## config.mk

```make
export PLATFORM = sky130hd
export DESIGN_NAME = song_sequencer
export DESIGN_NICKNAME = d
export VERILOG_FILES = /design/src/rtl/song_sequencer_pkg.sv /design/src/rtl/song_sequencer_rom.sv /design/src/rtl/song_sequencer.sv
export SDC_FILE = /design/constraint.sdc
export NUM_CORES = 1
export LEC_CHECK = 0
export CAP_MARGIN = 40
export CELL_PAD_IN_SITES_DETAIL_PLACEMENT = 1
export CELL_PAD_IN_SITES_GLOBAL_PLACEMENT = 1
export CORE_MARGIN = 4
export CORE_UTILIZATION = 40
export CTS_BUF_LIST = sky130_fd_sc_hd__clkbuf_2
export DETAILED_ROUTE_END_ITERATION = 10
export HOLD_SLACK_MARGIN = 0.05
export PLACE_DENSITY = 0.68
export SLEW_MARGIN = 30
export SYNTH_ARGS = -nofsm -noshare
export SYNTH_HDL_FRONTEND = slang
export SYNTH_HIERARCHICAL = 1
export SYNTH_SLANG_ARGS = --single-unit
```

## constraint.sdc

```tcl
create_clock -name clk -period 6.8 [get_ports clk]
set_input_delay 1.7 -clock clk [delete_from_list [all_inputs] [get_ports clk]]
set_output_delay 1.7 -clock clk [all_outputs]
set_load 0.01 [all_outputs]
```

## src/rtl/song_sequencer_pkg.sv

```systemverilog
// Shared definitions for the song sequencer: score entry layout, the
// end-of-song marker, FSM state encoding and entry pack/unpack helpers.
// An entry is {shift[13:12], notes[11:5], dur[4:0]}; dur = 0 marks end of song.
package song_sequencer_pkg;

    localparam int SONG_W    = 2;
    localparam int SHIFT_W   = 2;
    localparam int NOTE_W    = 7;
    localparam int DUR_W     = 5;
    localparam int ENTRY_W   = SHIFT_W + NOTE_W + DUR_W;
    localparam int DUR_LSB   = 0;
    localparam int NOTE_LSB  = DUR_LSB + DUR_W;
    localparam int SHIFT_LSB = NOTE_LSB + NOTE_W;

    localparam logic [DUR_W-1:0] DUR_END = 5'd0;

    typedef logic [ENTRY_W-1:0] entry_t;

    typedef enum logic [2:0] {
        ST_IDLE   = 3'd0,
        ST_FETCH  = 3'd1,
        ST_PLAY   = 3'd2,
        ST_GAP    = 3'd3,
        ST_PAUSED = 3'd4
    } state_e;

    function automatic entry_t make_entry(input logic [SHIFT_W-1:0] s,
                                          input logic [NOTE_W-1:0]  n,
                                          input logic [DUR_W-1:0]   d);
        return {s, n, d};
    endfunction

    function automatic logic [DUR_W-1:0] entry_dur(input entry_t e);
        return e[DUR_LSB +: DUR_W];
    endfunction

    function automatic logic [NOTE_W-1:0] entry_notes(input entry_t e);
        return e[NOTE_LSB +: NOTE_W];
    endfunction

    function automatic logic [SHIFT_W-1:0] entry_shift(input entry_t e);
        return e[SHIFT_LSB +: SHIFT_W];
    endfunction

    localparam entry_t END_ENTRY = {SHIFT_W'(0), NOTE_W'(0), DUR_END};

endpackage

```

## src/rtl/song_sequencer_rom.sv

```systemverilog
// Score ROM: 4 songs x 2**ADDR_W entries, one-cycle synchronous read.
// Ports:
//   clk, rst_n  clock / asynchronous active-low reset
//   song_i      song number of the entry to read
//   step_i      entry index within the song
//   data_o      14-bit entry, valid the cycle after song_i/step_i are presented
// Song 0: C (2 ticks), E+G octave 1 (1 tick), end.
// Song 1: end marker only.
// Song 2: 3-note chord octave 2, one-tick rest, two-note chord octave 3, end.
// Song 3: full length, no end marker; every entry sounds for one tick.
module song_sequencer_rom
    import song_sequencer_pkg::*;
#(
    parameter int ADDR_W = 5
) (
    input  logic              clk,
    input  logic              rst_n,
    input  logic [SONG_W-1:0] song_i,
    input  logic [ADDR_W-1:0] step_i,
    output entry_t            data_o
);

    entry_t data_d;
    entry_t data_q;

    // Score table lookup.
    always_comb begin
        data_d = END_ENTRY;
        case (song_i)
            2'd0: begin
                case (step_i)
                    ADDR_W'(0): data_d = make_entry(2'd0, 7'h01, 5'd2);
                    ADDR_W'(1): data_d = make_entry(2'd1, 7'h14, 5'd1);
                    default:    data_d = END_ENTRY;
                endcase
            end
            2'd1: data_d = END_ENTRY;
            2'd2: begin
                case (step_i)
                    ADDR_W'(0): data_d = make_entry(2'd2, 7'h07, 5'd1);
                    ADDR_W'(1): data_d = make_entry(2'd0, 7'h00, 5'd1);
                    ADDR_W'(2): data_d = make_entry(2'd3, 7'h48, 5'd2);
                    default:    data_d = END_ENTRY;
                endcase
            end
            2'd3: data_d = make_entry(step_i[1:0], NOTE_W'(step_i) + 7'd1, 5'd1);
            default: data_d = END_ENTRY;
        endcase
    end

    // Synchronous read register.
    always_ff @(posedge clk or negedge rst_n) begin
        if (!rst_n) begin
            data_q <= END_ENTRY;
        end else begin
            data_q <= data_d;
        end
    end

    assign data_o = data_q;

endmodule

```

## src/rtl/song_sequencer.sv

```systemverilog
// Score player driving SoundTop's notes/shift inputs from a stored song.
// Ports:
//   clk, rst_n      clock / asynchronous active-low reset
//   start           pulse: (re)start song song_sel from entry 0
//   stop            pulse: abort playback, back to idle, no done
//   pause           level: freeze playback (honoured in PLAY/GAP only)
//   loop_en         level: restart at entry 0 at end of song
//   song_sel        song number, sampled when start is accepted
//   notes, shift    to SoundTop (notes[7] always 0)
//   playing         high in FETCH/PLAY/GAP/PAUSED
//   done            one-cycle pulse when a non-looping song ends
//   step            index of the current entry
// The articulation gap between entries is GAP_CYCLES silent cycles in total:
// GAP_CYCLES-1 cycles in GAP plus the FETCH cycle of the next entry, so
// GAP_CYCLES must be at least 2. TICK_CYCLES must be at least 2.
module song_sequencer
    import song_sequencer_pkg::*;
#(
    parameter int TICK_CYCLES = 12_500_000,
    parameter int GAP_CYCLES  = 1_000_000,
    parameter int ADDR_W      = 5
) (
    input  logic              clk,
    input  logic              rst_n,
    input  logic              start,
    input  logic              stop,
    input  logic              pause,
    input  logic              loop_en,
    input  logic [1:0]        song_sel,
    output logic [7:0]        notes,
    output logic [1:0]        shift,
    output logic              playing,
    output logic              done,
    output logic [ADDR_W-1:0] step
);

    localparam int TICK_W = (TICK_CYCLES > 2) ? $clog2(TICK_CYCLES) : 1;
    localparam int GAP_W  = (GAP_CYCLES > 2) ? $clog2(GAP_CYCLES) : 1;
    localparam logic [TICK_W-1:0] TICK_LAST = TICK_W'(TICK_CYCLES - 1);
    localparam logic [GAP_W-1:0]  GAP_LAST  = GAP_W'(GAP_CYCLES - 2);
    localparam logic [ADDR_W-1:0] STEP_LAST = {ADDR_W{1'b1}};

    state_e              state_q, state_d;
    state_e              saved_q, saved_d;
    state_e              adv_state_s;
    logic                end_s;
    logic [SONG_W-1:0]   song_q, song_d;
    logic [ADDR_W-1:0]   step_q, step_d;
    logic [TICK_W-1:0]   tick_q, tick_d;
    logic [DUR_W-1:0]    dur_q, dur_d;
    logic [GAP_W-1:0]    gap_q, gap_d;
    logic [NOTE_W-1:0]   ent_notes_q, ent_notes_d;
    logic [NOTE_W-1:0]   notes_q, notes_d;
    logic [SHIFT_W-1:0]  shift_q, shift_d;
    logic                playing_q, playing_d;
    logic                done_q, done_d;
    entry_t              rom_data_s;

    // The ROM is addressed with next-state values so the entry for the
    // current song/step is already on rom_data_s during FETCH.
    song_sequencer_rom #(
        .ADDR_W (ADDR_W)
    ) u_rom (
        .clk    (clk),
        .rst_n  (rst_n),
        .song_i (song_d),
        .step_i (step_d),
        .data_o (rom_data_s)
    );

    // Next-state, counter and output-register logic.
    always_comb begin
        state_d     = state_q;
        saved_d     = saved_q;
        song_d      = song_q;
        step_d      = step_q;
        tick_d      = tick_q;
        dur_d       = dur_q;
        gap_d       = gap_q;
        ent_notes_d = ent_notes_q;
        notes_d     = notes_q;
        shift_d     = shift_q;
        done_d      = 1'b0;
        end_s       = 1'b0;
        // Leaving PAUSED performs the held cycle's advance, so a pause of
        // N cycles lengthens playback by exactly N cycles.
        adv_state_s = (state_q == ST_PAUSED) ? saved_q : state_q;

        if (stop) begin
            state_d = ST_IDLE;
            notes_d = 7'd0;
            shift_d = 2'd0;
        end else if (start) begin
            state_d = ST_FETCH;
            song_d  = song_sel;
            step_d  = {ADDR_W{1'b0}};
            notes_d = 7'd0;
        end else if (pause && ((state_q == ST_PLAY) || (state_q == ST_GAP) ||
                               (state_q == ST_PAUSED))) begin
            state_d = ST_PAUSED;
            notes_d = 7'd0;
            if (state_q != ST_PAUSED) begin
                saved_d = state_q;
            end else begin
                saved_d = saved_q;
            end
        end else begin
            case (adv_state_s)
                ST_IDLE: begin
                    notes_d = 7'd0;
                end
                ST_FETCH: begin
                    if (entry_dur(rom_data_s) == DUR_END) begin
                        end_s = 1'b1;
                    end else begin
                        ent_notes_d = entry_notes(rom_data_s);
                        notes_d     = entry_notes(rom_data_s);
                        shift_d     = entry_shift(rom_data_s);
                        dur_d       = entry_dur(rom_data_s);
                        tick_d      = {TICK_W{1'b0}};
                        state_d     = ST_PLAY;
                    end
                end
                ST_PLAY: begin
                    state_d = ST_PLAY;
                    notes_d = ent_notes_q;
                    if (tick_q == TICK_LAST) begin
                        tick_d = {TICK_W{1'b0}};
                        dur_d  = dur_q - 5'd1;
                        if (dur_q == 5'd1) begin
                            state_d = ST_GAP;
                            notes_d = 7'd0;
                            gap_d   = {GAP_W{1'b0}};
                        end else begin
                            state_d = ST_PLAY;
                        end
                    end else begin
                        tick_d = tick_q + TICK_W'(1);
                    end
                end
                ST_GAP: begin
                    state_d = ST_GAP;
                    notes_d = 7'd0;
                    if (gap_q == GAP_LAST) begin
                        // The last entry slot has no successor: end the song.
                        if (step_q == STEP_LAST) begin
                            end_s = 1'b1;
                        end else begin
                            step_d  = step_q + ADDR_W'(1);
                            state_d = ST_FETCH;
                        end
                    end else begin
                        gap_d = gap_q + GAP_W'(1);
                    end
                end
                default: begin
                    state_d = ST_IDLE;
                    notes_d = 7'd0;
                    shift_d = 2'd0;
                end
            endcase

            if (end_s) begin
                notes_d = 7'd0;
                if (loop_en) begin
                    step_d  = {ADDR_W{1'b0}};
                    state_d = ST_FETCH;
                end else begin
                    done_d  = 1'b1;
                    state_d = ST_IDLE;
                    shift_d = 2'd0;
                end
            end else begin
                done_d = 1'b0;
            end
        end

        playing_d = (state_d != ST_IDLE);
    end

    // State, counter and output registers.
    always_ff @(posedge clk or negedge rst_n) begin
        if (!rst_n) begin
            state_q     <= ST_IDLE;
            saved_q     <= ST_IDLE;
            song_q      <= 2'd0;
            step_q      <= {ADDR_W{1'b0}};
            tick_q      <= {TICK_W{1'b0}};
            dur_q       <= 5'd0;
            gap_q       <= {GAP_W{1'b0}};
            ent_notes_q <= 7'd0;
            notes_q     <= 7'd0;
            shift_q     <= 2'd0;
            playing_q   <= 1'b0;
            done_q      <= 1'b0;
        end else begin
            state_q     <= state_d;
            saved_q     <= saved_d;
            song_q      <= song_d;
            step_q      <= step_d;
            tick_q      <= tick_d;
            dur_q       <= dur_d;
            gap_q       <= gap_d;
            ent_notes_q <= ent_notes_d;
            notes_q     <= notes_d;
            shift_q     <= shift_d;
            playing_q   <= playing_d;
            done_q      <= done_d;
        end
    end

    assign notes   = {1'b0, notes_q};
    assign shift   = shift_q;
    assign playing = playing_q;
    assign done    = done_q;
    assign step    = step_q;

endmodule
```

==> flow_metrics.env, run 1 <==
export IMPL_status="finished, final reports clean"
export IMPL_utilization_pct=45.1
export IMPL_grtUsageTotal_pct=20.0
export IMPL_yosys_warnings=6
export IMPL_async_flop_share_pct=100
export IMPL_post_cts_setup_buffers=0
export IMPL_netlist_area_mm2=0.00535
export IMPL_clock_fmax_ghz=0.231
export IMPL_grt_overflow=0
export IMPL_hold_depth=1
export IMPL_grtUsageMet2_pct=33.7
export IMPL_rsz0062_at_grt="false"
export IMPL_io_pins=25
export IMPL_clock_sinks=91
export IMPL_drt_wl_total_um=14400
export IMPL_hold_end="shift[0]"
export IMPL_final_area_mm2=0.00581
export IMPL_die_x_um=124
export IMPL_cts_tree="done"
export IMPL_critPathTopFamily="compound AO/OA/AOI/OAI gates"
export IMPL_finalSetupViolations=0
export IMPL_ys_types=70
export IMPL_dpl_hpwl_um=9980
export IMPL_start_util_pct=41.5
export IMPL_power_density_mw_per_mm2=186
export IMPL_cp_required_ns=7.32
export IMPL_met3_usage_pct=2.82
export IMPL_synth_seq_cells=91
export IMPL_vias=4624
export IMPL_place_area_mm2=0.00566
export IMPL_tightest_slew_ns=0.742
export IMPL_use_met1_pct=26.7
export IMPL_path_cells="clkdlybuf4s50_1, nand4bb_1, and2_1, a41oi_1, o21ai_0, a31oi_1, inv_1, ha_1, and3_1, or3_1"
export IMPL_synthCells=581
export IMPL_cap_violations=0
export IMPL_slew_violations=0
export IMPL_cts_buffers=9
export IMPL_slew_limit_headroom_pct=50.5
export IMPL_hold_viol=0
export IMPL_dr_pass1_iters=4
export IMPL_r2r_end="u_rom/data_o[8]"
export IMPL_drtIter0Drc=213
export IMPL_crit_slowest_cell="a31oi_1"
export IMPL_rows=41
export IMPL_cts_resized=0
export IMPL_die_h_um=124
export IMPL_r2r_start="gap_q[0]"
export IMPL_cp_end_kind="register"
export IMPL_fin_crit_ns=4.32
export IMPL_antenna_found_initial=1
export IMPL_ys_seq_area_share_pct=42.6
export IMPL_leakage_nw=2.31
export IMPL_min_from="u_rom/data_o[12]"
export IMPL_period_share_pct=63.5
export IMPL_cp_max_fo=7
export IMPL_vias_per_cell=6.05
export IMPL_drc=0
export IMPL_clk_path_buf_depth=2
export IMPL_synth_enable_flop_cells=0
export IMPL_crit_start="pause"
export IMPL_design_die_area_mm2=0.0153
export IMPL_area_delta_synth_final_pct=8.73
export IMPL_ys_flop_type="dfrtp_1"
export IMPL_drive_above_1_share_pct=8.97
export IMPL_place_inst=744
export IMPL_grt_busiest_layer="met2"
export IMPL_ir_worst_vdd_mv=0.123
export IMPL_grt_pass1_wl_um=24200
export IMPL_cpPeakStageDelay_ns=0.57
export IMPL_setup_tns_ns=0
export IMPL_layout_cells_non_filler=764
export IMPL_fp_coreArea_mm2=0.0129
export IMPL_arrival_ns=4.84
export IMPL_clock_root_buffer="clkbuf_2"
export IMPL_first_global_vias=4728
export IMPL_grt_max_degree=56
export IMPL_finClkSkew_ns=0.0220
export IMPL_layout_setup_ws_ns=2.48
export IMPL_crit_path_start_kind="input port"
export IMPL_r2r_slack_ns=2.82
export IMPL_wl_per_cell_um=18.9
export IMPL_clk_latency_ns=0.63
export IMPL_cts_htree_levels=3
export IMPL_worstSetupPathType="input port to register"
export IMPL_hold_class="register to register"
export IMPL_reg2regPathDepth=11
export IMPL_routabilityCongestion=0.809
export IMPL_numPortBuffers=23
export IMPL_cts_hold_buf=0
export IMPL_path_buf_inv=2
export IMPL_antenna_left=0
export IMPL_nets=604
export IMPL_clk_pin_slew_ns=0.25
export IMPL_pre_cts_slack_ns=1.57
export IMPL_avgSynthCellArea_um2=9.20
==> worst reg2reg max path, stage by stage (launching register included) <==
cell	delay (ns)
dfrtp_1	0.52
inv_1	0.09
ha_1	0.16
or4b_2	0.63
nor4_4	0.42
nand4_1	0.28
or3_1	0.37
a211oi_1	0.40
clkdlybuf4s18_2	0.34
nor4_2	0.08
and3_1	0.22
or3_1	0.37
==> registers in the layout, indices dropped and copies added, names as in the netlist <==
register	count
tick_q	24
gap_q	20
u_rom/data_o	11
ent_notes_q	7
notes_q	7
dur_q	5
step	5
saved_q	3
state_q	3
shift	2
song_q	2
done	1
playing	1
==> how the worst max path moves through the flow <==
stage	endpoint	cells after the start
final	u_rom/data_o[8]	10
after global routing	u_rom/data_o[8]	10
after CTS	u_rom/data_o[8]	8
after detailed placement	u_rom/data_o[8]	8
after global placement	u_rom/data_o[8]	8
after floorplan	u_rom/data_o[8]	9
==> final cells by class <==
class / instances / area [um^2]
Fill cell: 1506 / 7060
Tap cell: 172 / 215
Clock buffer: 10 / 50.0
Sequential cell: 91 / 2280
Clock inverter: 6 / 75.1
Timing Repair Buffer: 32 / 304
Inverter: 25 / 93.8
Antenna cell: 1 / 2.50
Multi-Input combinational cell: 427 / 2800
==> cell usage after synthesis, drive strengths merged, types with 4 or more instances <==
cell type,n,area (um^2)
and2,5,31.3
inv,25,93.8
nand3,31,160
ha,10,125
nor4,7,80.1
a22oi,8,60.1
or4,24,188
mux2,5,56.3
or3,10,67.6
a21oi,29,145
buf,19,115
a211oi,13,97.6
clkbuf,21,78.8
o22ai,6,37.5
and3,6,37.5
nor3,14,70.1
o31ai,14,105
nor2,30,113
o41ai,5,51.3
nand2b,9,56.3
and4,6,52.6
dfrtp,91,2280
nand4,25,156
nand2,65,251
o211ai,9,67.6
or4b,7,73.8
mux2i,7,70.1
nand3b,4,30.0
o21ai,19,95.1
nor2b,4,25.0
a31oi,5,31.3
==> power breakdown <==
group / switching [mW] / internal, mW
combinational: 0.0950 / 0.0612
sequential: 0.0421 / 0.586
clock: 0.208 / 0.0911
total: 0.345 / 0.738
==> per-stage QoR <==
stage          hold WS [ns]  power [mW]
6_report              0.512        1.08
5_1_grt               0.528        1.15
4_1_cts               0.519        1.10
3_5_place_dp          0.459       0.793
3_3_place_gp          0.453       0.783
2_1_floorplan         0.439       0.733
==> logic make-up (layout without fill, tap and decap cells) <==
family / after synthesis / after routing / synth area share (%)
flip-flops: 91 / 91 / 42.6
XOR/XNOR: 2 / 2 / 0.328
AO/OA/AOI/OAI: 141 / 141 / 18.7
multiplexers: 12 / 12 / 2.36
adder cells (fa/ha/maj): 10 / 10 / 2.34
other: 2 / 5 / 0.140
AND/OR/NAND/NOR: 258 / 258 / 28.2
buffers and inverters: 65 / 73 / 5.38
==> cell usage in the layout (no fill, tap or decap), types with 4 or more instances in the layout <==
cell,count
nor2b_1,4
nand3_1,30
mux2i_1,7
a211oi_1,12
ha_1,10
inv_1,25
a21oi_1,29
nand2_1,64
nand4_1,25
and3_1,6
or4_1,22
or3_1,9
nor3_1,14
buf_4,5
a31oi_1,5
and4_1,6
dfrtp_1,91
o21ai_0,19
o211ai_1,9
nand3b_1,4
and2_1,5
nor2_1,30
clkdlybuf4s50_1,22
conb_1,4
nor4_1,4
a22oi_1,8
o41ai_1,4
nand2b_1,9
mux2_2,4
o31ai_1,14
clkbuf_2,12
o22ai_1,6
==> layer usage <==
metal	share of wire, %	up-vias
met4	1.4	0
met5	0	-
met3	2.2	14
met2	50	50
met1	46	2348
li1	-	2212
No activity file was read; power rests on OpenSTA's default activity.
==> run 2, diff against run 1 <==
- clock period: 6.8 -> 4.4 ns (I/O delays scaled with it)
==> flow_metrics.env, run 2 (synthesis results as in run 1) <==
export IMPL_largest_reg_flops=24
export IMPL_fin_crit_ns=3.65
export IMPL_nets=611
export IMPL_grtUsageTotal_pct=20.8
export IMPL_clk_path_buf_depth=2
export IMPL_status="finished, final reports clean"
export IMPL_intPower_mw=1.15
export IMPL_design_die_area_mm2=0.0153
export IMPL_p_sw_share_pct=32.4
export IMPL_hold_class="input port to asynchronous set/reset pin"
export IMPL_clock_root_buffer="clkbuf_2"
export IMPL_cp_max_fo=8
export IMPL_fp_coreArea_mm2=0.0129
export IMPL_cts_buffers=9
export IMPL_cts_resized=0
export IMPL_vias=4675
export IMPL_drive_above_1_share_pct=9.87
export IMPL_post_cts_setup_buffers=0
export IMPL_cts_tree="done"
export IMPL_start_util_pct=41.5
export IMPL_worstSetupPathType="register to register"
export IMPL_finClkSkew_ns=0.0229
export IMPL_routabilityCongestion=0.896
export IMPL_dpl_hpwl_um=10500
export IMPL_clk_latency_ns=0.64
export IMPL_tightest_slew_ns=0.731
export IMPL_drtIter0Drc=225
export IMPL_hold_viol=0
export IMPL_first_global_vias=4855
export IMPL_combPwrFrac_pct=14.7
export IMPL_crit_path_start_kind="register"
export IMPL_slew_limit_headroom_pct=51.2
export IMPL_clock_sinks=91
export IMPL_io_pins=25
export IMPL_clk_pin_slew_ns=0.28
export IMPL_regMostFlops="tick_q"
export IMPL_area_delta_synth_final_pct=9.95
export IMPL_final_cell_mix="dfrtp_1, nand2_1, nor2_1, nand3_1, a21oi_1"
export IMPL_vias_per_cell=6.06
export IMPL_grt_max_degree=42
export IMPL_cp_end_kind="register"
export IMPL_grt_overflow=0
export IMPL_die_h_um=124
export IMPL_seqPwrFrac_pct=57.3
export IMPL_die_x_um=124
export IMPL_antenna_found_initial=1
export IMPL_clock_fmax_ghz=0.274
export IMPL_cts_htree_levels=3
export IMPL_cts_hold_buf=0
export IMPL_arrival_ns=4.20
export IMPL_setup_tns_ns=0
export IMPL_finalSetupViolations=0
export IMPL_cp_required_ns=4.95
export IMPL_grt_pass1_wl_um=25000
export IMPL_layout_commonest_cell="dfrtp_1"
export IMPL_ir_worst_vdd_mv=0.212
export IMPL_drc=0
export IMPL_cap_violations=0
export IMPL_leakage_nw=2.35
export IMPL_period_share_pct=83.0
export IMPL_wl_per_cell_um=19.0
export IMPL_power_switching_uw=549
export IMPL_numPortBuffers=23
export IMPL_power_density_mw_per_mm2=289
export IMPL_slew_violations=0
export IMPL_drt_wl_total_um=14700
export IMPL_p_clk_share_pct=28.0
export IMPL_rsz0062_at_grt="false"
export IMPL_p_total_mw=1.70
export IMPL_antenna_left=0
export IMPL_rows=41
export IMPL_dr_pass1_iters=5
-- run 2: stage by stage --
stage	setup WS (ns)	utilization [%]	hold slack (ns)	instance area, um^2	cells
final	0.748	45.7	0.316	5880	772
after global routing	0.432	45.7	0.284	5880	772
after CTS	0.750	45.6	0.292	5870	770
after detailed placement	0.376	44.6	0.465	5740	754
after global placement	0.536	44.3	0.458	5710	752
after floorplan	0.840	-	0.439	5350	583
-- run 2: power groups by stage --
stage	clock, mW	sequential, mW	combinational [mW]
after global placement	0	0.981	0.236
after detailed placement	0	0.985	0.253
after CTS	0.499	0.971	0.253
after floorplan	0	0.964	0.170
after global routing	0.531	0.987	0.282
final	0.474	0.972	0.250
-- run 2: final cells by class --
cell class / instances / area, um^2
antenna: 2 / 5.00
clock buffer: 9 / 45.0
clock inverter: 7 / 83.8
fill: 1514 / 7000
inverter: 25 / 93.8
multi-input combinational: 427 / 2790
sequential: 91 / 2280
tap: 172 / 215
timing repair buffer: 39 / 368
-- run 2: final timing paths --
check / startpoint / endpoint / slack, ns / depth (start not counted)
setup / recovery: gap_q[0] / u_rom/data_o[8] / 0.75 / 11
hold / removal: rst_n / gap_q[13] / 0.32 / 1
setup reg to reg: gap_q[0] / u_rom/data_o[8] / 0.75 / 11
hold reg to reg: u_rom/data_o[5] / ent_notes_q[0] / 0.51 / 2
max in group asynchronous: rst_n / u_rom/data_o[7] / 3.27 / 3
min in group clk: u_rom/data_o[5] / ent_notes_q[0] / 0.51 / 2
-- run 2: layer usage --
| layer | routed length [um] | track usage, % |
|---|---|---|
| met5 | 0 | 0 |
| met4 | 267 | 6.64 |
| met3 | 332 | 4.09 |
| met2 | 7540 | 35.9 |
| met1 | 6520 | 26.1 |
-- run 2: worst max-delay path: stages (launching register included) --
cell      delay [ns]
dfrtp_1         0.52
inv_1           0.09
ha_1            0.16
or4b_2          0.63
nor4_4          0.44
nand4_1         0.29
or3_1           0.38
a211oi_1        0.25
buf_4           0.19
nor4_2          0.06
and3_1          0.21
or3_1           0.37
==> run 3, diff against run 2 <==
- clock period: 4.4 -> 3.6 ns (I/O delays scaled with it)
==> flow_metrics.env, run 3 (synthesis results as in run 1) <==
export IMPL_area_delta_synth_final_pct=11.9
export IMPL_wl_per_cell_um=18.4
export IMPL_p_total_mw=2.04
export IMPL_worstSetupPathType="register to register"
export IMPL_antenna_found_initial=0
export IMPL_r2r_start="gap_q[1]"
export IMPL_vias_per_cell=6.05
export IMPL_grt_pass1_wl_um=25000
export IMPL_reg2regPathDepth=9
export IMPL_power_density_mw_per_mm2=340
export IMPL_nFillCells=1507
export IMPL_cpMostUsedCell="or3_1"
export IMPL_die_x_um=124
export IMPL_finalSetupViolations=0
export IMPL_path_cells="ha_1, or4b_2, nor4_4, nand4_1, or3_1, a211oi_2, nor4_2, and3_1, or3_1"
export IMPL_clk_path_buf_depth=2
export IMPL_hold_depth=2
export IMPL_grtUsageTotal_pct=20.5
export IMPL_cts_buffers=9
export IMPL_regMostFlops="tick_q"
export IMPL_clock_root_buffer="clkbuf_2"
export IMPL_io_pins=25
export IMPL_finClkSkew_ns=0.0343
export IMPL_design_die_area_mm2=0.0153
export IMPL_use_met1_pct=25.4
export IMPL_post_cts_setup_buffers=0
export IMPL_grt_max_degree=60
export IMPL_grt_busiest_layer="met2"
export IMPL_leakage_nw=2.41
export IMPL_r2r_slack_ns=0.24
export IMPL_clk_latency_ns=0.61
export IMPL_nets=623
export IMPL_arrival_ns=3.89
export IMPL_start_util_pct=41.5
export IMPL_dpl_hpwl_um=10400
export IMPL_hold_viol=0
export IMPL_layout_commonest_cell="dfrtp_1"
export IMPL_vias=4728
export IMPL_final_cell_mix="dfrtp_1, nand2_1, nor2_1, nand3_1, a21oi_1"
export IMPL_cts_htree_levels=3
export IMPL_largest_reg_flops=24
export IMPL_hold_class="register to register"
export IMPL_drtIter0Drc=285
export IMPL_setup_tns_ns=0
export IMPL_crit_path_start_kind="register"
export IMPL_antenna_left=0
export IMPL_min_from="u_rom/data_o[10]"
export IMPL_hold_end="ent_notes_q[5]"
export IMPL_drt_wl_total_um=14400
export IMPL_fin_crit_ns=3.36
export IMPL_cp_required_ns=4.13
export IMPL_met3_usage_pct=4.22
export IMPL_dr_pass1_iters=4
export IMPL_critPathTopFamily="simple AND/OR/NAND/NOR gates"
export IMPL_slew_limit_headroom_pct=51.8
export IMPL_die_h_um=124
export IMPL_period_share_pct=93.5
export IMPL_fp_coreArea_mm2=0.0129
export IMPL_utilization_pct=46.4
export IMPL_slew_violations=0
export IMPL_cts_tree="done"
export IMPL_crit_slowest_cell="or4b_2"
export IMPL_clk_pin_slew_ns=0.31
export IMPL_drc=0
export IMPL_status="finished, final reports clean"
export IMPL_rows=41
export IMPL_numPortBuffers=23
export IMPL_first_global_vias=5014
export IMPL_cpPeakStageDelay_ns=0.62
export IMPL_antennaDiodeCount=0
export IMPL_clock_sinks=91
export IMPL_clock_fmax_ghz=0.297
export IMPL_rsz0062_at_grt="false"
export IMPL_grt_overflow=0
export IMPL_grtUsageMet2_pct=35.7
export IMPL_drive_above_1_share_pct=12.0
export IMPL_cp_end_kind="register"
export IMPL_r2r_end="u_rom/data_o[8]"
export IMPL_cap_violations=0
export IMPL_crit_start="gap_q[1]"
export IMPL_cp_max_fo=7
export IMPL_tightest_slew_ns=0.724
export IMPL_routabilityCongestion=0.853
export IMPL_path_buf_inv=0
export IMPL_ir_worst_vdd_mv=0.263
## run 3: cell types whose count changed in the layout (fill, tap and decap cells not counted), sizes merged
cell,before,now
dlygate4sd3,0,1
buf,17,28
clkinv,2,4
diode,2,0
clkinvlp,1,0
bufinv,1,0
## run 3: worst max-delay path by stage
stage	to	slack, ns	depth (start not counted)
final	u_rom/data_o[8]	0.24	9
after global routing	u_rom/data_o[12]	0.05	12
after CTS	u_rom/data_o[8]	0.08	9
after detailed placement	u_rom/data_o[8]	-0.12	10
after global placement	u_rom/data_o[8]	0.02	10
after floorplan	u_rom/data_o[8]	0.13	10
## run 3: worst register-to-register path, cell delays in order (launching register included)
cell,delay (ns)
dfrtp_2,0.49
ha_1,0.17
or4b_2,0.62
nor4_4,0.34
nand4_1,0.27
or3_1,0.40
a211oi_2,0.32
nor4_2,0.11
and3_1,0.20
or3_1,0.37
## run 3: power breakdown
| group | internal, mW | switching [mW] |
|---|---|---|
| registers | 1.11 | 0.0798 |
| logic | 0.129 | 0.182 |
| clock network | 0.120 | 0.418 |
| total | 1.36 | 0.680 |
## run 3: final cells by class
cell class | instances | area, um^2 | share of cell area [%]
Clock inverter | 7 | 81.3 | 1.36
Multi-Input combinational cell | 427 | 2800 | 46.8
Tap cell | 172 | 215 | 3.60
Clock buffer | 9 | 45.0 | 0.753
Sequential cell | 91 | 2280 | 38.1
Inverter | 25 | 93.8 | 1.57
Timing Repair Buffer | 51 | 465 | 7.78
## run 3: timing repair
action	CTS	global route
hold buffers	0	1
gates resized for setup	0	4
setup endpoints to repair	0	5
hold endpoints to repair	0	5
## run 3: per-stage QoR
| stage | setup WS [ns] | hold slack [ns] | instances | cell area, um^2 |
|---|---|---|---|---|
| final | 0.235 | 0.507 | 782 | 5980 |
| after detailed placement | -0.123 | 0.461 | 764 | 5810 |
| after global routing | 0.0536 | 0.517 | 782 | 5980 |
| after global placement | 0.0226 | 0.449 | 764 | 5810 |
| after CTS | 0.0843 | 0.282 | 780 | 5940 |
| after floorplan | 0.133 | 0.439 | 583 | 5350 |
## run 3: metal layers
| metal | vias to the layer above | routed length [um] |
|---|---|---|
| met1 | 2402 | 6400 |
| met3 | 15 | 378 |
| li1 | 2255 | - |
| met2 | 56 | 7440 |
| met4 | 0 | 207 |
| met5 | - | 0 |
